===== config.mk =====
export PLATFORM = sky130hd
export DESIGN_NAME = shift_register_fifo_v2_flat
export DESIGN_NICKNAME = d
export VERILOG_FILES = /design/src/rtl/shift_register_fifo_v2_if.sv /design/src/rtl/shift_register_fifo_v2.sv /design/src/flat_wrapper.sv
export SDC_FILE = /design/constraint.sdc
export NUM_CORES = 1
export LEC_CHECK = 0
export ABC_AREA = 1
export CAP_MARGIN = 20
export CORE_AREA = 2 2 101 103
export DETAILED_ROUTE_END_ITERATION = 10
export DIE_AREA = 0 0 103 105
export HOLD_SLACK_MARGIN = 0.1
export PLACE_DENSITY = 0.55
export SETUP_SLACK_MARGIN = 0.4
export SYNTH_ARGS = -nofsm -noshare
export SYNTH_HDL_FRONTEND = slang
export SYNTH_SLANG_ARGS = --single-unit

===== constraint.sdc =====
create_clock -name clk -period 3 [get_ports clk]
set_input_delay 0.3 -clock clk [delete_from_list [all_inputs] [get_ports clk]]
set_output_delay 0.3 -clock clk [all_outputs]
set_load 0.01 [all_outputs]

===== src/rtl/shift_register_fifo_v2_if.sv =====
// rtl/shift_register_fifo_v2_if.sv - control, data and status bundle for the shift-register FIFO
// master drives requests and write data; slave (the FIFO) returns data and occupancy flags.
interface shift_register_fifo_v2_if #(
    parameter int WIDTH = 8,
    parameter int DEPTH = 8
);
    localparam int CW = $clog2(DEPTH + 1);

    logic             clr;
    logic             push;
    logic             pop;
    logic [WIDTH-1:0] data_in;
    logic [WIDTH-1:0] data_out;
    logic [CW-1:0]    count;
    logic             empty;
    logic             full;
    logic             almost_full;
    logic             almost_empty;
    logic             overflow;
    logic             underflow;

    modport master (
        output clr, push, pop, data_in,
        input  data_out, count, empty, full, almost_full, almost_empty, overflow, underflow
    );

    modport slave (
        input  clr, push, pop, data_in,
        output data_out, count, empty, full, almost_full, almost_empty, overflow, underflow
    );
endinterface


===== src/rtl/shift_register_fifo_v2.sv =====
// rtl/shift_register_fifo_v2.sv - shift-register FIFO, newest word enters entry 0
// oldest word sits at entry[count-1]; sticky overflow/underflow cleared by rst or clr.
module shift_register_fifo_v2 #(
    parameter int WIDTH     = 8,
    parameter int DEPTH     = 8,
    parameter int AF_LEVEL  = DEPTH - 1,
    parameter int AE_LEVEL  = 1,
    parameter int OVERWRITE = 0
) (
    input  logic                    clk,
    input  logic                    rst,
    shift_register_fifo_v2_if.slave bus
);
    localparam int CW = $clog2(DEPTH + 1);

    logic [WIDTH-1:0] entries_q [DEPTH];
    logic [WIDTH-1:0] entries_d [DEPTH];
    logic [CW-1:0]    count_q;
    logic [CW-1:0]    count_d;
    logic             overflow_q;
    logic             overflow_d;
    logic             underflow_q;
    logic             underflow_d;
    logic             shift_en;
    logic             is_empty;
    logic             is_full;
    logic [WIDTH-1:0] head;

    assign is_empty = (count_q == '0);
    assign is_full  = (count_q == CW'(DEPTH));

    always_comb begin
        count_d     = count_q;
        overflow_d  = overflow_q;
        underflow_d = underflow_q;
        shift_en    = 1'b0;
        if (bus.clr) begin
            count_d     = '0;
            overflow_d  = 1'b0;
            underflow_d = 1'b0;
        end else if (bus.push && bus.pop) begin
            // At count 0 the pop has nothing to consume, so only the push lands.
            shift_en = 1'b1;
            if (is_empty) begin
                count_d     = CW'(1);
                underflow_d = 1'b1;
            end
        end else if (bus.push) begin
            if (!is_full) begin
                shift_en = 1'b1;
                count_d  = count_q + CW'(1);
            end else begin
                overflow_d = 1'b1;
                shift_en   = (OVERWRITE != 0);
            end
        end else if (bus.pop) begin
            if (is_empty) begin
                underflow_d = 1'b1;
            end else begin
                count_d = count_q - CW'(1);
            end
        end
    end

    always_comb begin
        entries_d = entries_q;
        if (bus.clr) begin
            for (int i = 0; i < DEPTH; i++) begin
                entries_d[i] = '0;
            end
        end else if (shift_en) begin
            entries_d[0] = bus.data_in;
            for (int i = 1; i < DEPTH; i++) begin
                entries_d[i] = entries_q[i-1];
            end
        end
    end

    always_ff @(posedge clk or posedge rst) begin
        if (rst) begin
            for (int i = 0; i < DEPTH; i++) begin
                entries_q[i] <= '0;
            end
            count_q     <= '0;
            overflow_q  <= 1'b0;
            underflow_q <= 1'b0;
        end else begin
            entries_q   <= entries_d;
            count_q     <= count_d;
            overflow_q  <= overflow_d;
            underflow_q <= underflow_d;
        end
    end

    always_comb begin
        head = '0;
        for (int i = 0; i < DEPTH; i++) begin
            if (count_q == CW'(i + 1)) begin
                head = entries_q[i];
            end
        end
    end

    assign bus.data_out     = head;
    assign bus.count        = count_q;
    assign bus.empty        = is_empty;
    assign bus.full         = is_full;
    assign bus.almost_full  = (count_q >= CW'(AF_LEVEL));
    assign bus.almost_empty = (count_q <= CW'(AE_LEVEL));
    assign bus.overflow     = overflow_q;
    assign bus.underflow    = underflow_q;
endmodule


===== src/flat_wrapper.sv =====
// flat-port wrapper written by rule: the top's interface ports become plain ports
module shift_register_fifo_v2_flat 
#(
    parameter int WIDTH     = 8,
    parameter int DEPTH     = 8,
    parameter int AF_LEVEL  = DEPTH - 1,
    parameter int AE_LEVEL  = 1,
    parameter int OVERWRITE = 0
)
  (clk, rst, bus_clr, bus_push, bus_pop, bus_data_in, bus_data_out, bus_count, bus_empty, bus_full, bus_almost_full, bus_almost_empty, bus_overflow, bus_underflow);
  shift_register_fifo_v2_if #(.WIDTH(WIDTH), .DEPTH(DEPTH)) bus_i ();
  input  logic clk;
  input  logic rst;
  input wire logic [$bits(bus_i.clr)-1:0] bus_clr;
  input wire logic [$bits(bus_i.push)-1:0] bus_push;
  input wire logic [$bits(bus_i.pop)-1:0] bus_pop;
  input wire logic [$bits(bus_i.data_in)-1:0] bus_data_in;
  output wire logic [$bits(bus_i.data_out)-1:0] bus_data_out;
  output wire logic [$bits(bus_i.count)-1:0] bus_count;
  output wire logic [$bits(bus_i.empty)-1:0] bus_empty;
  output wire logic [$bits(bus_i.full)-1:0] bus_full;
  output wire logic [$bits(bus_i.almost_full)-1:0] bus_almost_full;
  output wire logic [$bits(bus_i.almost_empty)-1:0] bus_almost_empty;
  output wire logic [$bits(bus_i.overflow)-1:0] bus_overflow;
  output wire logic [$bits(bus_i.underflow)-1:0] bus_underflow;
  assign bus_i.clr = bus_clr;
  assign bus_i.push = bus_push;
  assign bus_i.pop = bus_pop;
  assign bus_i.data_in = bus_data_in;
  assign bus_data_out = bus_i.data_out;
  assign bus_count = bus_i.count;
  assign bus_empty = bus_i.empty;
  assign bus_full = bus_i.full;
  assign bus_almost_full = bus_i.almost_full;
  assign bus_almost_empty = bus_i.almost_empty;
  assign bus_overflow = bus_i.overflow;
  assign bus_underflow = bus_i.underflow;
  shift_register_fifo_v2 #(.WIDTH(WIDTH), .DEPTH(DEPTH), .AF_LEVEL(AF_LEVEL), .AE_LEVEL(AE_LEVEL), .OVERWRITE(OVERWRITE)) u_core (.clk(clk), .rst(rst), .bus(bus_i));
endmodule

=== Word level (Yosys, flattened, before mapping) ===
Cells that the tools add are included.

* $add $sub $neg: 2
* $lt $le $gt $ge: 2
* Equal/unequal tests: 13
* Reductions and logical operators: 10
* Muxes and demuxes: 30

{| class="wikitable"
|+ Operators by type and width
! kind !! count
|-
| 64-bit 2-to-1 mux || 2
|-
| 8-bit 2-to-1 mux || 8
|-
| 4-bit 2-to-1 mux || 7
|-
| 4-bit by 3-bit equality test with 1-bit output, second input constant || 4
|-
| 1-bit 2-to-1 mux || 13
|-
| 4-bit by 2-bit equality test with 1-bit output, second input constant || 2
|-
| 4-bit by 3-bit != test with 1-bit output, second input constant || 2
|-
| 2-bit nonzero test || 3
|-
| 4-bit by 1-bit adder with 4-bit output, second input constant || 1
|-
| 4-bit by 1-bit equality test with 1-bit output, second input constant || 1
|-
| 4-bit equality test, second input constant || 1
|-
| 4-bit by 3-bit >= comparator with 1-bit output, second input constant || 1
|-
| 4-bit by 1-bit <= comparator with 1-bit output, second input constant || 1
|-
| 4-bit zero test || 1
|-
| 4-bit AND reduction || 1
|-
| 4-bit nonzero test || 1
|-
| 4-bit by 1-bit subtractor with 4-bit output, second input constant || 1
|-
| 3-bit by 2-bit != test with 1-bit output, second input constant || 1
|-
| 3-bit != test, second input constant || 1
|-
| 3-bit AND reduction || 1
|-
| 3-bit nonzero test || 1
|-
| 2-bit != test, second input constant || 1
|-
| 2-bit AND reduction || 1
|-
| 1-bit logical AND || 1
|}

* Output and inout port bits: 18
* Bits in registers: 70
* Input port bits: 13
* Logic and storage cells: 68

=== Depth between registers and ports, before layout ===
Gate-level depths: netlist of run 1.

* Depth in word-level cells: 9
* Mapped depth: 13
* Mapped depth without buffers: 11

=== Worst setup path before layout of run 1 ===
No wires, ideal clock.

* Path kind: register -> output
* Start: reg u_core.count_q[0], in the netlist u_core.bus.count[0]
* End: out bus_data_out[0]
* Required time: 2.700 ns
* Buffers on the path: 2
* Arrival: 1.574 ns
* Slack: 1.126 ns
* Cell stages (with the launch flop): 14
* Cell sequence: dfrtp_1 inv_1 ha_1 buf_2 buf_2 nor2_1 nand3_1 nand3_1 nand2_1 nand2_1 nand2_1 nand2_1 nand2_1 nand2_1

* Word-level cells in the longest chain between the ends: 9
* Elaborated cells on any way between the ends: 16
* Classes of those cells: eq/ne: 8; mux: 8

{| class="wikitable"
|+ RTL lines
! item !! RTL line !! text
|-
| start, declared || shift_register_fifo_v2.sv:18 || <nowiki>logic [CW-1:0] count_q;</nowiki>
|-
| start signal, assigned || shift_register_fifo_v2.sv:89 || <nowiki>count_q <= count_d;</nowiki>
|-
| 4-bit by 1-bit equality test with 1-bit output || shift_register_fifo_v2.sv:98 || <nowiki>if (count_q == CW'(i + 1)) begin</nowiki>
|-
| 8-bit 2-to-1 mux (7 in series) || shift_register_fifo_v2.sv:98 ||
|-
| 8-bit 2-to-1 mux (*) || shift_register_fifo_v2.sv:98 ||
|-
| end, declared || flat_wrapper.sv:18 || <nowiki>output wire logic [$bits(bus_i.data_out)-1:0] bus_data_out;</nowiki>
|}

Mark *: on every way between the ends. The rest lies on a longest branch, timed or not.

=== Final worst setup path of run 1 ===
* Start: reg u_core.count_q[1], in the netlist u_core.bus.count[1]
* End: out bus_full

* Word-level cells in the longest chain between the ends: 1

{| class="wikitable"
|+ RTL lines
! item !! RTL line !! text
|-
| 4-bit equality test || shift_register_fifo_v2.sv:30 || <nowiki>assign is_full = (count_q == CW'(DEPTH));</nowiki>
|-
| end, declared || flat_wrapper.sv:21 || <nowiki>output wire logic [$bits(bus_i.full)-1:0] bus_full;</nowiki>
|}

Every way passes these cells.

==> flow_metrics.tcl, run 1 <==
set metrics [dict create \
    cp-start-kind "flop" \
    antenna_left 0 \
    ir_drop_uv 426 \
    dieArea_um2 10800 \
    hold_buffers 0 \
    skew_ns 0.00826 \
    initial_core_util_pct 39.1 \
    synth_warnings 0 \
    p_switching_mw 0.966 \
    pwr-share-clk_pct 31.6 \
    ys_types 25 \
    synthTopCellsByArea "dfrtp_1 46%, nand3_1 12%, inv_1 9.0%" \
    overflow 0 \
    drv_cap 0 \
    endpoint_kind "output port" \
    timing.final.crit_share_pct 79.8 \
    fin_nets 542 \
    cp-endpoint "bus_full" \
    final_cells 663 \
    crit_type "reg2out" \
    port_buffers 30 \
    rrSetupSlack_ns 0.94 \
    r2r-start "u_core.bus.count[1]" \
    crit_arrival_ns 2.10 \
    die_h_um 105 \
    worstPathCellList "inv_2 -> ha_4 -> nand2_1 -> nor2_4 -> clkdlybuf4s50_1" \
    cts_made_buffers 9 \
    yosysTopAreaCell "dfrtp_1" \
    tns_ns 0 \
    outcome "finished, final reports clean" \
    synth_nets 517 \
    area_delta_synth_final_pct 20.0 \
    synth_top_area_share_pct 46.5 \
    drc 0 \
    drtIter0Drc 158 \
    synth-async-reset-ratio_pct 100 \
    cts_tree "built" \
    intPower_mw 1.94 \
    synthFlopType "dfrtp_1" \
    synth.most_common_cell "nand3_1" \
    yosysSeqAreaShare_pct 46.5 \
    startpoint "u_core.bus.count[1]" \
    antenna_found_initial 0 \
    grt_pass1_vias 2988 \
    placed_cell_area_um2 4160 \
    r2r_end "u_core.entries_q[3]" \
    finalInstanceArea_um2 4520 \
    total_power_mw 2.90 \
    slowest_stage "clkdlybuf4s50_1" \
    die_w_um 103 \
    rows 36 \
    wl_per_cell_um 12.5 \
    htree_levels 3 \
    reg2regPathDepth 9 \
    grt_max_degree 129 \
    timing.final.max_slew_violations 0 \
    drive_gt1_share_pct 10.2 \
    min_period_ns 2.40 \
    pwr-share-seq_pct 36.6 \
    rsz0062_at_grt "false" \
    postSynthCellCount 500 \
    via_per_inst 4.74 \
    netlist_area_um2 3770 \
    cellPowerDensity_nw_per_um2 642 \
    gp_congestion 0.770 \
    tightest_slew_ns 0.810 \
    fmax_mhz 417 \
    cts-root-buf "clkbuf_8" \
    clock_latency_ns 0.34 \
    crit_required_ns 2.70 \
    hp-class "in2async" \
    setup_viol_count_final 0 \
    diodes 0 \
    synth_edf_count 0 \
    cts.clk_slew.worst_paths_ns 0.08 \
    dpl.hpwl_mm 5.12 \
    cts.path.max_buffers 2 \
    dp.cells 642 \
    cts_sinks 70 \
    ys_ff_latch 70 \
    grt_pass1_wl_mm 14.7 \
    cp_max_fo 10 \
    slew_headroom_pct 45.9 \
    yosys-top-cells-count "93 x nand3_1, 90 x inv_1, 85 x nand2_1" \
    dr.pass1.iters 5 \
    drt-total-wl_mm 8.32 \
    finalHoldViolCount 0 \
    pin_count 31 \
    p_comb_share_pct 31.8 \
    grt.total_usage_pct 16.8 \
    switching_share_pct 33.3 \
    vias 3145 \
    syn_area_per_cell_um2 7.54 \
    hold_ws_ns 0.438 \
    core_um2 9640 \
    max_stage_delay_ns 0.60 \
    p_leak_nw 2.02 \
]
[power by group through the flow]
stage	logic [mW]	registers, mW	clock network (mW)
floorplan	0.544	1.06	0
global placement	0.840	1.07	0
detailed placement	0.840	1.07	0
CTS	0.902	1.06	0.944
global route	1.04	1.07	0.984
finish	0.922	1.06	0.917
[worst min-delay path by stage]
| stage | from | end | slack (ns) | cells after the start |
|---|---|---|---|---|
| 3_3_place_gp | u_core.bus.overflow | u_core.bus.overflow | 0.48 | 2 |
| 4_1_cts | rst | u_core.entries_q[9] | 0.46 | 2 |
| 5_1_grt | rst | u_core.entries_q[15] | 0.50 | 2 |
| 3_5_place_dp | u_core.entries_q[21] | u_core.entries_q[13] | 0.50 | 2 |
| 2_1_floorplan | bus_clr | u_core.bus.underflow | 0.36 | 1 |
| 6_report | rst | u_core.entries_q[15] | 0.44 | 2 |
[flip-flops by register name, indices dropped and copies added (netlist names)]
register              count
u_core.bus.overflow       1
u_core.bus.count          4
u_core.bus.underflow      1
u_core.entries_q         64
[cell usage in the layout, fill, tap and decap left out, types with 10 or more instances in the layout]
cell type and count:
a21oi_1 10, clkdlybuf4s50_1 22, dfrtp_1 68, inv_1 86, nand2_1 85, nand3_1 91
nor2_1 12, o21ai_0 19, o21ai_1 67
[final cells by class]
cell class,instances,area [um^2]
clock buffers,9,124
clock inverters,7,113
fillers,1009,5110
inverters,96,363
multi-input cells,306,1570
flip-flops and latches,70,1750
well taps,133,166
repair buffers,42,433
[routing by layer]
| metal | vias up | global-route usage, % | wire, um |
|---|---|---|---|
| met5 | - | 0 | 0 |
| met3 | 9 | 2.54 | 296 |
| met4 | 0 | 5.08 | 102 |
| met2 | 69 | 23.7 | 3490 |
| met1 | 1421 | 26.2 | 4420 |
| li1 | 1646 | - | - |
[stage by stage]
step	setup WS (ns)	util (%)
after global placement	0.529	43.2
after floorplan	0.932	-
after global routing	0.408	46.9
final	0.605	46.9
after CTS	0.376	46.5
after detailed placement	0.480	43.2
[kinds of logic (layout without fill, tap and decap cells)]
| group | count (synthesis) | count (layout) | synth area share (%) |
|---|---|---|---|
| adder cells (fa/ha/maj) | 4 | 4 | 1.33 |
| buffers and inverters | 124 | 154 | 13.8 |
| XOR/XNOR | 3 | 3 | 0.697 |
| AND/OR/NAND/NOR | 200 | 200 | 24.3 |
| AO/OA/AOI/OAI | 99 | 99 | 13.4 |
| flip-flops | 70 | 70 | 46.5 |
[what timing repair did]
item,4_1_cts,5_1_grt
setup endpoints to repair,9,4
pin swaps,1,0
endpoints found under the hold margin,0,0
gates resized for setup,22,9
buffers inserted,5,0
[worst max-delay path, delay by kind of cell, from the launching register on]
family	cells	cell delay (ns)
adders and majority gates	1	0.18
buffers and inverters	2	0.73
DFF	1	0.46
and+or+nand+nor	2	0.38
No activity file was read; power rests on OpenSTA's default activity.
==> inputs of run 2 (changes only) <==
--- a/config.mk
+++ b/config.mk
@@ -11,7 +11,7 @@
 export DETAILED_ROUTE_END_ITERATION = 10
 export DIE_AREA = 0 0 103 105
 export HOLD_SLACK_MARGIN = 0.1
-export PLACE_DENSITY = 0.55
+export PLACE_DENSITY = 0.57
 export SETUP_SLACK_MARGIN = 0.4
 export SYNTH_ARGS = -nofsm -noshare
 export SYNTH_HDL_FRONTEND = slang
==> constraint.sdc (replaced) <==
create_clock -name clk -period 2.05 [get_ports clk]
set_input_delay 0.205 -clock clk [delete_from_list [all_inputs] [get_ports clk]]
set_output_delay 0.205 -clock clk [all_outputs]
set_load 0.01 [all_outputs]
==> flow_metrics.tcl, run 2 (synthesized netlist as in run 1, its figures left out) <==
set metrics [dict create \
    outcome "finished, violations left" \
    violations "negative setup slack" \
    total_power_mw 5.14 \
    grt_pass1_vias 3886 \
    die_h_um 105 \
    die_w_um 103 \
    crit_required_ns 1.85 \
    cts_tree "built" \
    dpl.hpwl_mm 6.39 \
    overflow 0 \
    cts.path.max_buffers 2 \
    dieArea_um2 10800 \
    pin_count 31 \
    rows 36 \
    fin_nets 608 \
    antenna_found_initial 0 \
    cellPowerDensity_nw_per_um2 824 \
    ir_drop_uv 626 \
    htree_levels 3 \
    port_buffers 30 \
    dp.cells 670 \
    drc 0 \
    pwr-share-clk_pct 23.1 \
    crit_arrival_ns 1.98 \
    regMostFlops "u_core.entries_q" \
    rsz0062_at_grt "true" \
    mostFrequentLayoutCells "85 x inv_1, 70 x nand3_2, 68 x dfrtp_1, 60 x nand2_1, 42 x o21ai_1" \
    via_per_inst 5.18 \
    endpoint_kind "output port" \
    antenna_left 0 \
    initial_core_util_pct 39.1 \
    p_leak_nw 2.70 \
    drive_gt1_share_pct 45.7 \
    nFillCells 757 \
    intPower_mw 3.28 \
    layout_commonest_cell "inv_1" \
    worst_slack_ns -0.133 \
    timing.final.max_slew_violations 0 \
    crit_type "reg2out" \
    switching_share_pct 36.1 \
    final_cells 728 \
    p_comb_share_pct 47.1 \
    timing.final.crit_share_pct 106 \
    cts_made_buffers 9 \
    setup_viol_count_final 8 \
    slew_headroom_pct 46.4 \
    grt_max_degree 71 \
    finalHoldViolCount 0 \
    clock_latency_ns 0.36 \
    cp_max_fo 8 \
    grt_pass1_wl_mm 19.8 \
    cp-start-kind "flop" \
    drt-total-wl_mm 12.3 \
    drv_cap 0 \
    cts.clk_slew.worst_paths_ns 0.07 \
    gp_congestion 0.836 \
    skew_ns 0.0126 \
    tightest_slew_ns 0.804 \
    hp-class "in2async" \
    dr.pass1.iters 5 \
    grt.total_usage_pct 23.6 \
    largest_register_ffs 64 \
    fmax_mhz 458 \
    cts-root-buf "clkbuf_8" \
    area_delta_synth_final_pct 65.5 \
    wl_per_cell_um 16.9 \
    cts_sinks 70 \
    drtIter0Drc 158 \
    min_period_ns 2.18 \
    core_um2 9640 \
    p_switching_mw 1.86 \
    vias 3771 \
    diodes 0 \
    pwr-share-seq_pct 29.8 \
]
-- run 2: changes by cell type in the layout (fill, tap and decap cells not counted), sizes merged --
cell           change
buf               +77
clkdlybuf4s50      -8
clkbuf             +4
dlygate4sd2        -4
bufinv             -2
clkinv             -2
clkinvlp           +1
inv                -1
-- run 2: repair_timing --
| item | 4_1_cts | 5_1_grt |
|---|---|---|
| hold buffers | 0 | 0 |
| pin swaps | 35 | 28 |
| gates cloned | 14 | 0 |
| buffers inserted | 25 | 4 |
| endpoints found under the setup margin | 81 | 82 |
| endpoints found under the hold margin | 0 | 0 |
| resized for setup | 221 | 77 |
-- run 2: through the flow --
stage	instance area (um^2)	utilization (%)	hold slack [ns]	setup WS, ns	setup TNS (ns)
2_1_floorplan	3790	-	0.268	0.401	0
3_3_place_gp	4470	46.4	0.492	-0.205	-1.43
3_5_place_dp	4470	46.4	0.496	-0.194	-1.36
4_1_cts	5940	61.6	0.312	-0.152	-1.07
5_1_grt	6240	64.7	0.348	-0.217	-1.61
6_report	6240	64.7	0.295	-0.133	-0.693
-- run 2: layout make-up --
class                   count  area (um^2)  share of cell area [%]
clock inverters             3         42.5                   0.682
well taps                 133          166                    2.67
clock buffers              12          165                    2.65
flip-flops and latches     70         1750                    28.1
multi-input cells         306         2270                    36.3
repair buffers            108         1470                    23.5
inverters                  96          379                    6.07
-- run 2: worst paths after layout --
kind	cells after the start	to	slack, ns	start
worst max-delay path	13	bus_data_out[4]	-0.13	u_core.bus.count[1]
worst min-delay path	3	u_core.entries_q[15]	0.29	rst
worst max register to register	13	u_core.entries_q[39]	0.03	u_core.bus.count[1]
worst min register to register	2	u_core.entries_q[15]	0.52	u_core.entries_q[23]
max in group asynchronous	3	u_core.bus.count[1]	1.41	rst
min in group clk	3	u_core.entries_q[60]	0.41	bus_data_in[4]
-- run 2: metal layers --
metal	vias to the layer above	GRT usage (%)	share of wire [%]
li1	1789	-	-
met1	1864	30.0	41
met2	100	39.8	53
met3	18	4.21	4.4
met4	0	7.80	2.0
met5	-	0	0
-- run 2: power groups by stage --
stage | logic [mW] | clock network (mW) | registers, mW
floorplan | 0.816 | 0 | 1.56
global placement | 1.55 | 0 | 1.54
detailed placement | 1.56 | 0 | 1.54
CTS | 2.18 | 1.20 | 1.52
global route | 2.58 | 1.27 | 1.54
finish | 2.42 | 1.19 | 1.53
-- run 2: critical path: stages, from the launching register on --
cell and delay [ns]:
dfrtp_2 0.46, inv_4 0.10, buf_12 0.10, ha_4 0.15
buf_8 0.14, nand3_2 0.09, nand3_2 0.07, nand2_1 0.07
nand2_1 0.08, nand2_1 0.07, nand2_1 0.06, nand2_1 0.05
nand2_1 0.06, buf_2 0.13
